File: src/rtl/swap_ctrl.sv
// swap_ctrl: arbitrated two-requester controller that swaps one word between two memories
module swap_ctrl #(
   parameter int DW = 8,
   parameter int AW = 4
) (
   input  logic          clk,
   input  logic          rst,
   input  logic          req0,
   input  logic          req1,
   input  logic [AW-1:0] addra0,
   input  logic [AW-1:0] addra1,
   input  logic [AW-1:0] addrb0,
   input  logic [AW-1:0] addrb1,
   output logic [1:0]    gnt,
   output logic [1:0]    done,
   output logic          busy,
   input  logic          wr_en,
   input  logic          wr_sel,
   input  logic [AW-1:0] wr_addr,
   input  logic [DW-1:0] wr_data,
   output logic          wr_err,
   input  logic          rd_sel,
   input  logic [AW-1:0] rd_addr,
   output logic [DW-1:0] rd_data,
   output logic [7:0]    swap_cnt
);
   typedef enum logic [1:0] {IDLE, READ, WRITE, DONE} state_t;
   state_t        state_q;
   logic [DW-1:0] mema [2**AW];
   logic [DW-1:0] memb [2**AW];
   logic [AW-1:0] aa_q, ab_q;
   logic [DW-1:0] ha_q, hb_q, rd_data_q;
   logic [1:0]    gnt_q, done_q;
   logic [7:0]    swap_cnt_q;
   logic          sel_q, prio_q, wr_err_q;
   logic          pick_d, go_d;
   // round-robin pick: on contention take the requester not granted last; preload writes win over requests
   always_comb begin
      pick_d = (req0 & req1) ? prio_q : req1;
      go_d   = !wr_en & (req0 | req1);
   end
   // FSM with registered grant/done pulses, error flag, read port and swap counter
   always_ff @(posedge clk or posedge rst) begin
      if (rst) begin
         state_q    <= IDLE;
         gnt_q      <= '0;
         done_q     <= '0;
         wr_err_q   <= 1'b0;
         rd_data_q  <= '0;
         swap_cnt_q <= '0;
         prio_q     <= 1'b0;
         sel_q      <= 1'b0;
         aa_q       <= '0;
         ab_q       <= '0;
         ha_q       <= '0;
         hb_q       <= '0;
      end else begin
         gnt_q     <= '0;
         done_q    <= '0;
         wr_err_q  <= wr_en && (state_q != IDLE);
         rd_data_q <= rd_sel ? memb[rd_addr] : mema[rd_addr];
         case (state_q)
            IDLE: if (go_d) begin
               state_q <= READ;
               gnt_q   <= pick_d ? 2'b10 : 2'b01;
               sel_q   <= pick_d;
               prio_q  <= ~pick_d;
               aa_q    <= pick_d ? addra1 : addra0;
               ab_q    <= pick_d ? addrb1 : addrb0;
            end
            READ: begin
               ha_q    <= mema[aa_q];
               hb_q    <= memb[ab_q];
               state_q <= WRITE;
            end
            WRITE: state_q <= DONE;
            default: begin
               done_q     <= sel_q ? 2'b10 : 2'b01;
               swap_cnt_q <= swap_cnt_q + 8'd1;
               state_q    <= IDLE;
            end
         endcase
      end
   end
   // memories are not reset: preload writes in IDLE, cross-write of held words in WRITE
   always_ff @(posedge clk) begin
      if (state_q == IDLE && wr_en) begin
         if (wr_sel) memb[wr_addr] <= wr_data;
         else mema[wr_addr] <= wr_data;
      end else if (state_q == WRITE) begin
         mema[aa_q] <= hb_q;
         memb[ab_q] <= ha_q;
      end
   end
   assign gnt      = gnt_q;
   assign done     = done_q;
   assign busy     = state_q != IDLE;
   assign wr_err   = wr_err_q;
   assign rd_data  = rd_data_q;
   assign swap_cnt = swap_cnt_q;
endmodule

File: config.mk
export PLATFORM = sky130hd
export DESIGN_NAME = swap_ctrl
export DESIGN_NICKNAME = d
export VERILOG_FILES = /design/src/rtl/swap_ctrl.sv
export SDC_FILE = /design/constraint.sdc
export NUM_CORES = 1
export LEC_CHECK = 0
export ABC_AREA = 1
export BUFFER_PORTS_ARGS = -buffer_cell sky130_fd_sc_hd__buf_2
export CORE_ASPECT_RATIO = 1.75
export CORE_UTILIZATION = 65
export DETAILED_ROUTE_END_ITERATION = 6
export PLACE_DENSITY = 0.85
export SYNTH_ARGS = -nofsm -noshare
export SYNTH_HDL_FRONTEND = slang
export SYNTH_SLANG_ARGS = --single-unit
File: constraint.sdc
create_clock -name clk -period 3.7 [get_ports clk]
set_input_delay 0.185 -clock clk [delete_from_list [all_inputs] [get_ports clk]]
set_output_delay 0.185 -clock clk [all_outputs]
set_load 0.1 [all_outputs]
; ---- Word-level counts from Yosys, hierarchy flattened
; Memories as Yosys holds them, arrays and structs flattened. A register that Yosys moved wholly into a read port is not among the register bits.
; Cells that the tools add are included.
[classes]
add_sub_neg = 1
eq_ne = 3
n_mux = 26
n_bitwise = 4
reduce_logical = 9
[op_table]
columns = cell, count
row1 = 8-bit 2-to-1 mux, 3
row2 = 4-bit 2-to-1 mux, 4
row3 = 8-bit OR reduction, 2
row4 = 1-bit 2-to-1 mux, 12
row5 = 2-bit 2-to-1 mux, 6
row6 = "8-bit by 1-bit adder with 8-bit output, second input constant", 1
row7 = 2-bit case mux with 3 select lines, 1
row8 = 3-bit OR reduction, 1
row9 = 1-bit AND, 2
row10 = "2-bit by 1-bit equality test with 1-bit output, second input constant", 1
row11 = "2-bit equality test, second input constant", 1
row12 = 1-bit logical AND, 2
row13 = 2-bit zero test, 1
row14 = "2-bit != test, second input constant", 1
row15 = 2-bit AND reduction, 1
row16 = 2-bit nonzero test, 1
row17 = 1-bit zero test, 1
row18 = 1-bit NOT, 1
row19 = 1-bit bitwise OR, 1
[totals]
register_bits = 33
mem_bits_rw = 256
in_bits = 39
memories = 2
[memory_table]
columns = name, words, width, rd, rd_ports_with_merged_regs, wr, line_no
row1 = mema, 16, 8, 2, 1, 1, 29  ; logic [DW-1:0] mema [2**AW];
row2 = memb, 16, 8, 2, 1, 1, 30  ; logic [DW-1:0] memb [2**AW];

; ---- Logic depth before layout (Yosys ltp)
[logic_depth]
word_depth = 6
mapped_depth = 11
depth_no_buf = 9

; ---- Least setup slack after synthesis
; No wires, ideal clock.
[synth_path]
kind = register -> register
start = register state_q[0]
end = memory memb[13][0] (enable)
t_arrival_ns = 1.736
slack_ns = 1.594
path_stages_with_launch = 10
n_path_buf = 2
cell_sequence = dfrtp_1 > inv_1 > ha_1 > buf_4 > inv_1 > buf_4 > nand2_1 > o21ai_1 > nand3_1 > nor2_1
[synth_via]
elab_chain_len = 6
[synth_rtl]
columns = item, line_no
row1 = "start, declared", 28  ; state_t state_q;
row2 = "start signal, assigned", 45  ; state_q <= IDLE;
row3 = "start signal, assigned", 64  ; state_q <= READ;
row4 = "start signal, assigned", 74  ; state_q <= WRITE;
row5 = 2-bit equality test / 2-bit zero test (equally long branches), "90, 87"
row6 = 1-bit 2-to-1 mux / 1-bit logical AND (equally long branches), "90, 87"
row7 = 1-bit 2-to-1 mux, 87  ; if (state_q == IDLE && wr_en) begin
row8 = 1-bit 2-to-1 mux (not written as such), 92  ; memb[ab_q] <= ha_q;
row9 = 8-bit OR reduction (no line), --
row10 = 4-bit 2-to-1 mux (no line) / 1-bit 2-to-1 mux (equally long branches), --
row11 = "end, declared", 30
; Several ways; a longest one is shown, not always the timed one.

; ---- Worst setup path after layout
[layout_path]
start = register state_q[0]
end = memory memb[7][2] (enable)
; The elaborated chain is that of the path after synthesis.

==> qor.txt <==
Tmin final - 2.85 ns
H-tree depth - 1
Flip-flop and latch count after synthesis - 305
VDD IR max - 0.000705 V
Number of cells on the worst hold path - 4
Post-route worst setup slack - 0.849 ns
Routed via count - 13,100
Crit path kind - reg2reg
DRC Markers - 0
Summed negative setup slack over all endpoints - 0 ns
Number of global-route vias before repair - 12,700
Hold wc startpoint - req0
Critical-path maximum fanout - 18
Placement Setup Slack - 0.936 ns
Cell count after synthesis - 1,753
Status - finished clean
DRT Wirelength - 46,500 µm
Highest clock rate - 0.351 GHz
Worst min-delay path category - in2reg
Post-route antenna net violation count - 0
Layout cells sized above 1 - 8.05%
Clock tree from TritonCTS - done
Reg clk slew, reported paths - 0.07 ns
Leak - 7.01 nW
Die Y - 205 µm
Setup Skew - 0.0108 ns
Arr. time, crit path - 3.02 ns
Antenna diodes - 0
Number of clock sinks - 305
Count of max-cap constraint violations - 0
Port buffer count - 60
Cell area after synthesis - 15,300 µm²
Pre-antenna DRT Iters - 6
Final Hold Violating Endpoints - 0
Critical path startpoint category - flop
Post-layout nets - 1,827
Flop-to-flop setup slack - 0.85 ns
Clock network latency to the later pin of the worst-skew pair - 0.54 ns
Maximum buffer depth of the clock tree - 3
Drt first-iter violations - 1,491
Number of gates resized after CTS - 0
Slew at the pin with the worst max-slew slack - 1.13 ns
Half-perimeter wire length after detailed placement - 29,900 µm
Global-route wire length before repair - 71,500 µm
Total Die Area - 24,200 µm²
Number of slew-limit violations in the final report - 0
Synth warnings - 0
WL/cell - 22.1 µm
Maximum number of pins on one net before global-route repair - 96
Unrepaired setup endpoints after global routing - no
Data required time of the critical path - 3.87 ns
Power per cell area - 764 nW/µm²
Number of antenna violations at the first check in global routing - 0
Post-synthesis net count - 1,798
Destination of the worst register-to-register timing path - memb[7][2]$_DFFE_PP_
Cts bufs inserted - 26
Seq/Total Area, Yosys - 58.2%
Root cell of the clock tree - clkbuf_16
Layout overhead on the synthesized area - 8.20%
Area of the placeable core - 22,900 µm²
Hold path endpoint - state_q[1]$_DFFE_PP0P_
Die width - 118 µm
Routed via count divided by cell count - 6.22
Count of different cell masters after synthesis - 28
Number of setup violations in the final report - 0
Global Route Usage Sum - 39.6%
Reg2reg start - state_q[0]$_DFFE_PP0P_
Row count - 73
CP Capture Type - flop
Share of the cycle needed by the critical path after routing - 77.1%
Average size of a mapped cell - 8.73 µm²
Weighted congestion reported at the end of routability-driven placement - 1.02
Starting Density - 66.8%
Cells on worst reg2reg path - 9
Grt ovf - 0
Relative slew slack - 24.9%
Num ports - 61
==> synth_stat cells, drive strengths merged <==
library cell  number  area (µm²)
nand2            829        3110
o21a               1        7.51
xor2               4        35.0
clkbuf            22        82.6
o21ai             12        67.6
nor2              41         154
nor3               1        5.00
or2                1        6.26
buf               88         636
xnor2              2        17.5
ha                 6        75.1
nor4               1        6.26
a221oi             1        8.76
nor3b              1        7.51
nand3            391        1960
dfrtp             49        1230
o211ai             8        60.1
a21boi             1        7.51
edfxtp           256        7690
clkinv             6        22.5
nand4              1        6.26
inv               31         116
==> worst max-delay path: stages (launching register included) <==
cell,delay [ns]
dfrtp_1,0.44
inv_1,0.09
ha_1,0.21
buf_4,0.19
inv_1,0.27
buf_4,0.25
o21ai_1,0.11
inv_1,0.12
nand2_1,0.10
nor2_1,0.68
==> flip-flops by register name, summed over array words and instances, names as in the netlist <==
signal / flops
sel_q: 1
swap_cnt: 8
prio_q: 1
rd_data: 8
state_q: 2
ab_q: 4
mema: 128
memb: 128
done: 2
aa_q: 4
wr_err: 1
ha_q: 8
hb_q: 8
gnt: 2
==> through the flow <==
stage	std cells	hold WS, ns	util (%)	power, mW	instance area, µm²
after floorplan	1753	0.301	-	8.17	15300
after global placement	2035	0.414	67.7	9.56	15500
after detailed placement	2035	0.418	67.7	9.69	15500
after CTS	2101	0.133	72.2	12.5	16600
after global routing	2101	0.199	72.2	13.2	16600
final	2101	0.159	72.2	12.7	16600
==> metal layers <==
layer,vias to the layer above,share of wire (%),global-route usage (%)
li1,5895,-,-
met1,6092,32,43.5
met2,848,50,67.8
met3,241,8.9,5.73
met4,0,9.5,33.3
met5,-,0,0
==> worst max path at each step <==
stage | to | start | depth (start not counted) | slack [ns]
finish | memb[7][2]$_DFFE_PP_ | state_q[0]$_DFFE_PP0P_ | 9 | 0.85
global route | memb[6][6]$_DFFE_PP_ | state_q[0]$_DFFE_PP0P_ | 8 | 0.68
CTS | memb[6][3]$_DFFE_PP_ | state_q[0]$_DFFE_PP0P_ | 8 | 0.91
detailed placement | memb[7][3]$_DFFE_PP_ | state_q[0]$_DFFE_PP0P_ | 9 | 0.94
global placement | mema[15][7]$_DFFE_PP_ | state_q[0]$_DFFE_PP0P_ | 6 | 1.03
floorplan | memb[13][0]$_DFFE_PP_ | state_q[0]$_DFFE_PP0P_ | 9 | 1.59
==> kinds of logic after synthesis <==
family	share of synthesized area, %
adder cells (fa/ha/maj)	0.491
XOR/XNOR	0.343
AO/OA/AOI/OAI	0.989
AND/OR/NAND/NOR	34.3
flip-flops	58.2
buffers and inverters	5.60
==> power by group <==
part | switching, mW | leakage [nW] | internal (mW)
Clock | 1.24 | 0.399 | 1.49
Combinational | 3.83 | 3.68 | 1.20
Sequential | 0.326 | 2.94 | 4.57
Total | 5.39 | 7.01 | 7.26
==> final cells by class <==
class	count	area, µm²
Inverter	37	140
Timing Repair Buffer	111	746
Clock buffer	34	742
Fill cell	1648	6370
Sequential cell	305	8920
Multi-Input combinational cell	1301	5530
Tap cell	300	375
Clock inverter	13	106
==> cell usage in the layout, fill, tap and decap left out <==
cell type | Yosys | routed
nand2_1 | 829 | 829
nand3_1 | 391 | 391
edfxtp_1 | 256 | 256
buf_2 | 40 | 59
dfrtp_1 | 49 | 47
nor2_1 | 41 | 41
buf_4 | 18 | 32
clkbuf_16 | 0 | 27
inv_1 | 26 | 24
dlygate4sd3_1 | 0 | 19
clkinv_1 | 6 | 8
o211ai_1 | 8 | 8
inv_2 | 5 | 6
o21ai_1 | 6 | 6
ha_1 | 6 | 6
clkinvlp_4 | 0 | 6
xor2_1 | 4 | 4
o21ai_0 | 4 | 4
clkinv_2 | 0 | 4
clkbuf_8 | 0 | 4
clkbuf_1 | 22 | 3
xnor2_1 | 2 | 2
o21ai_2 | 2 | 2
dfrtp_2 | 0 | 2
nor3_1 | 1 | 1
nor4_1 | 1 | 1
nor3b_1 | 1 | 1
a21boi_0 | 1 | 1
or2_1 | 1 | 1
o21a_1 | 1 | 1
nand4_1 | 1 | 1
a221oi_1 | 1 | 1
clkinv_4 | 0 | 1
bufinv_16 | 0 | 1
buf_12 | 0 | 1
==> what timing repair did <==
action	in CTS	in global routing
endpoints found under the hold margin	62	0
hold buffers	19	0
setup buffers	0	0
Note: power is estimated with default switching activity, not from simulation.
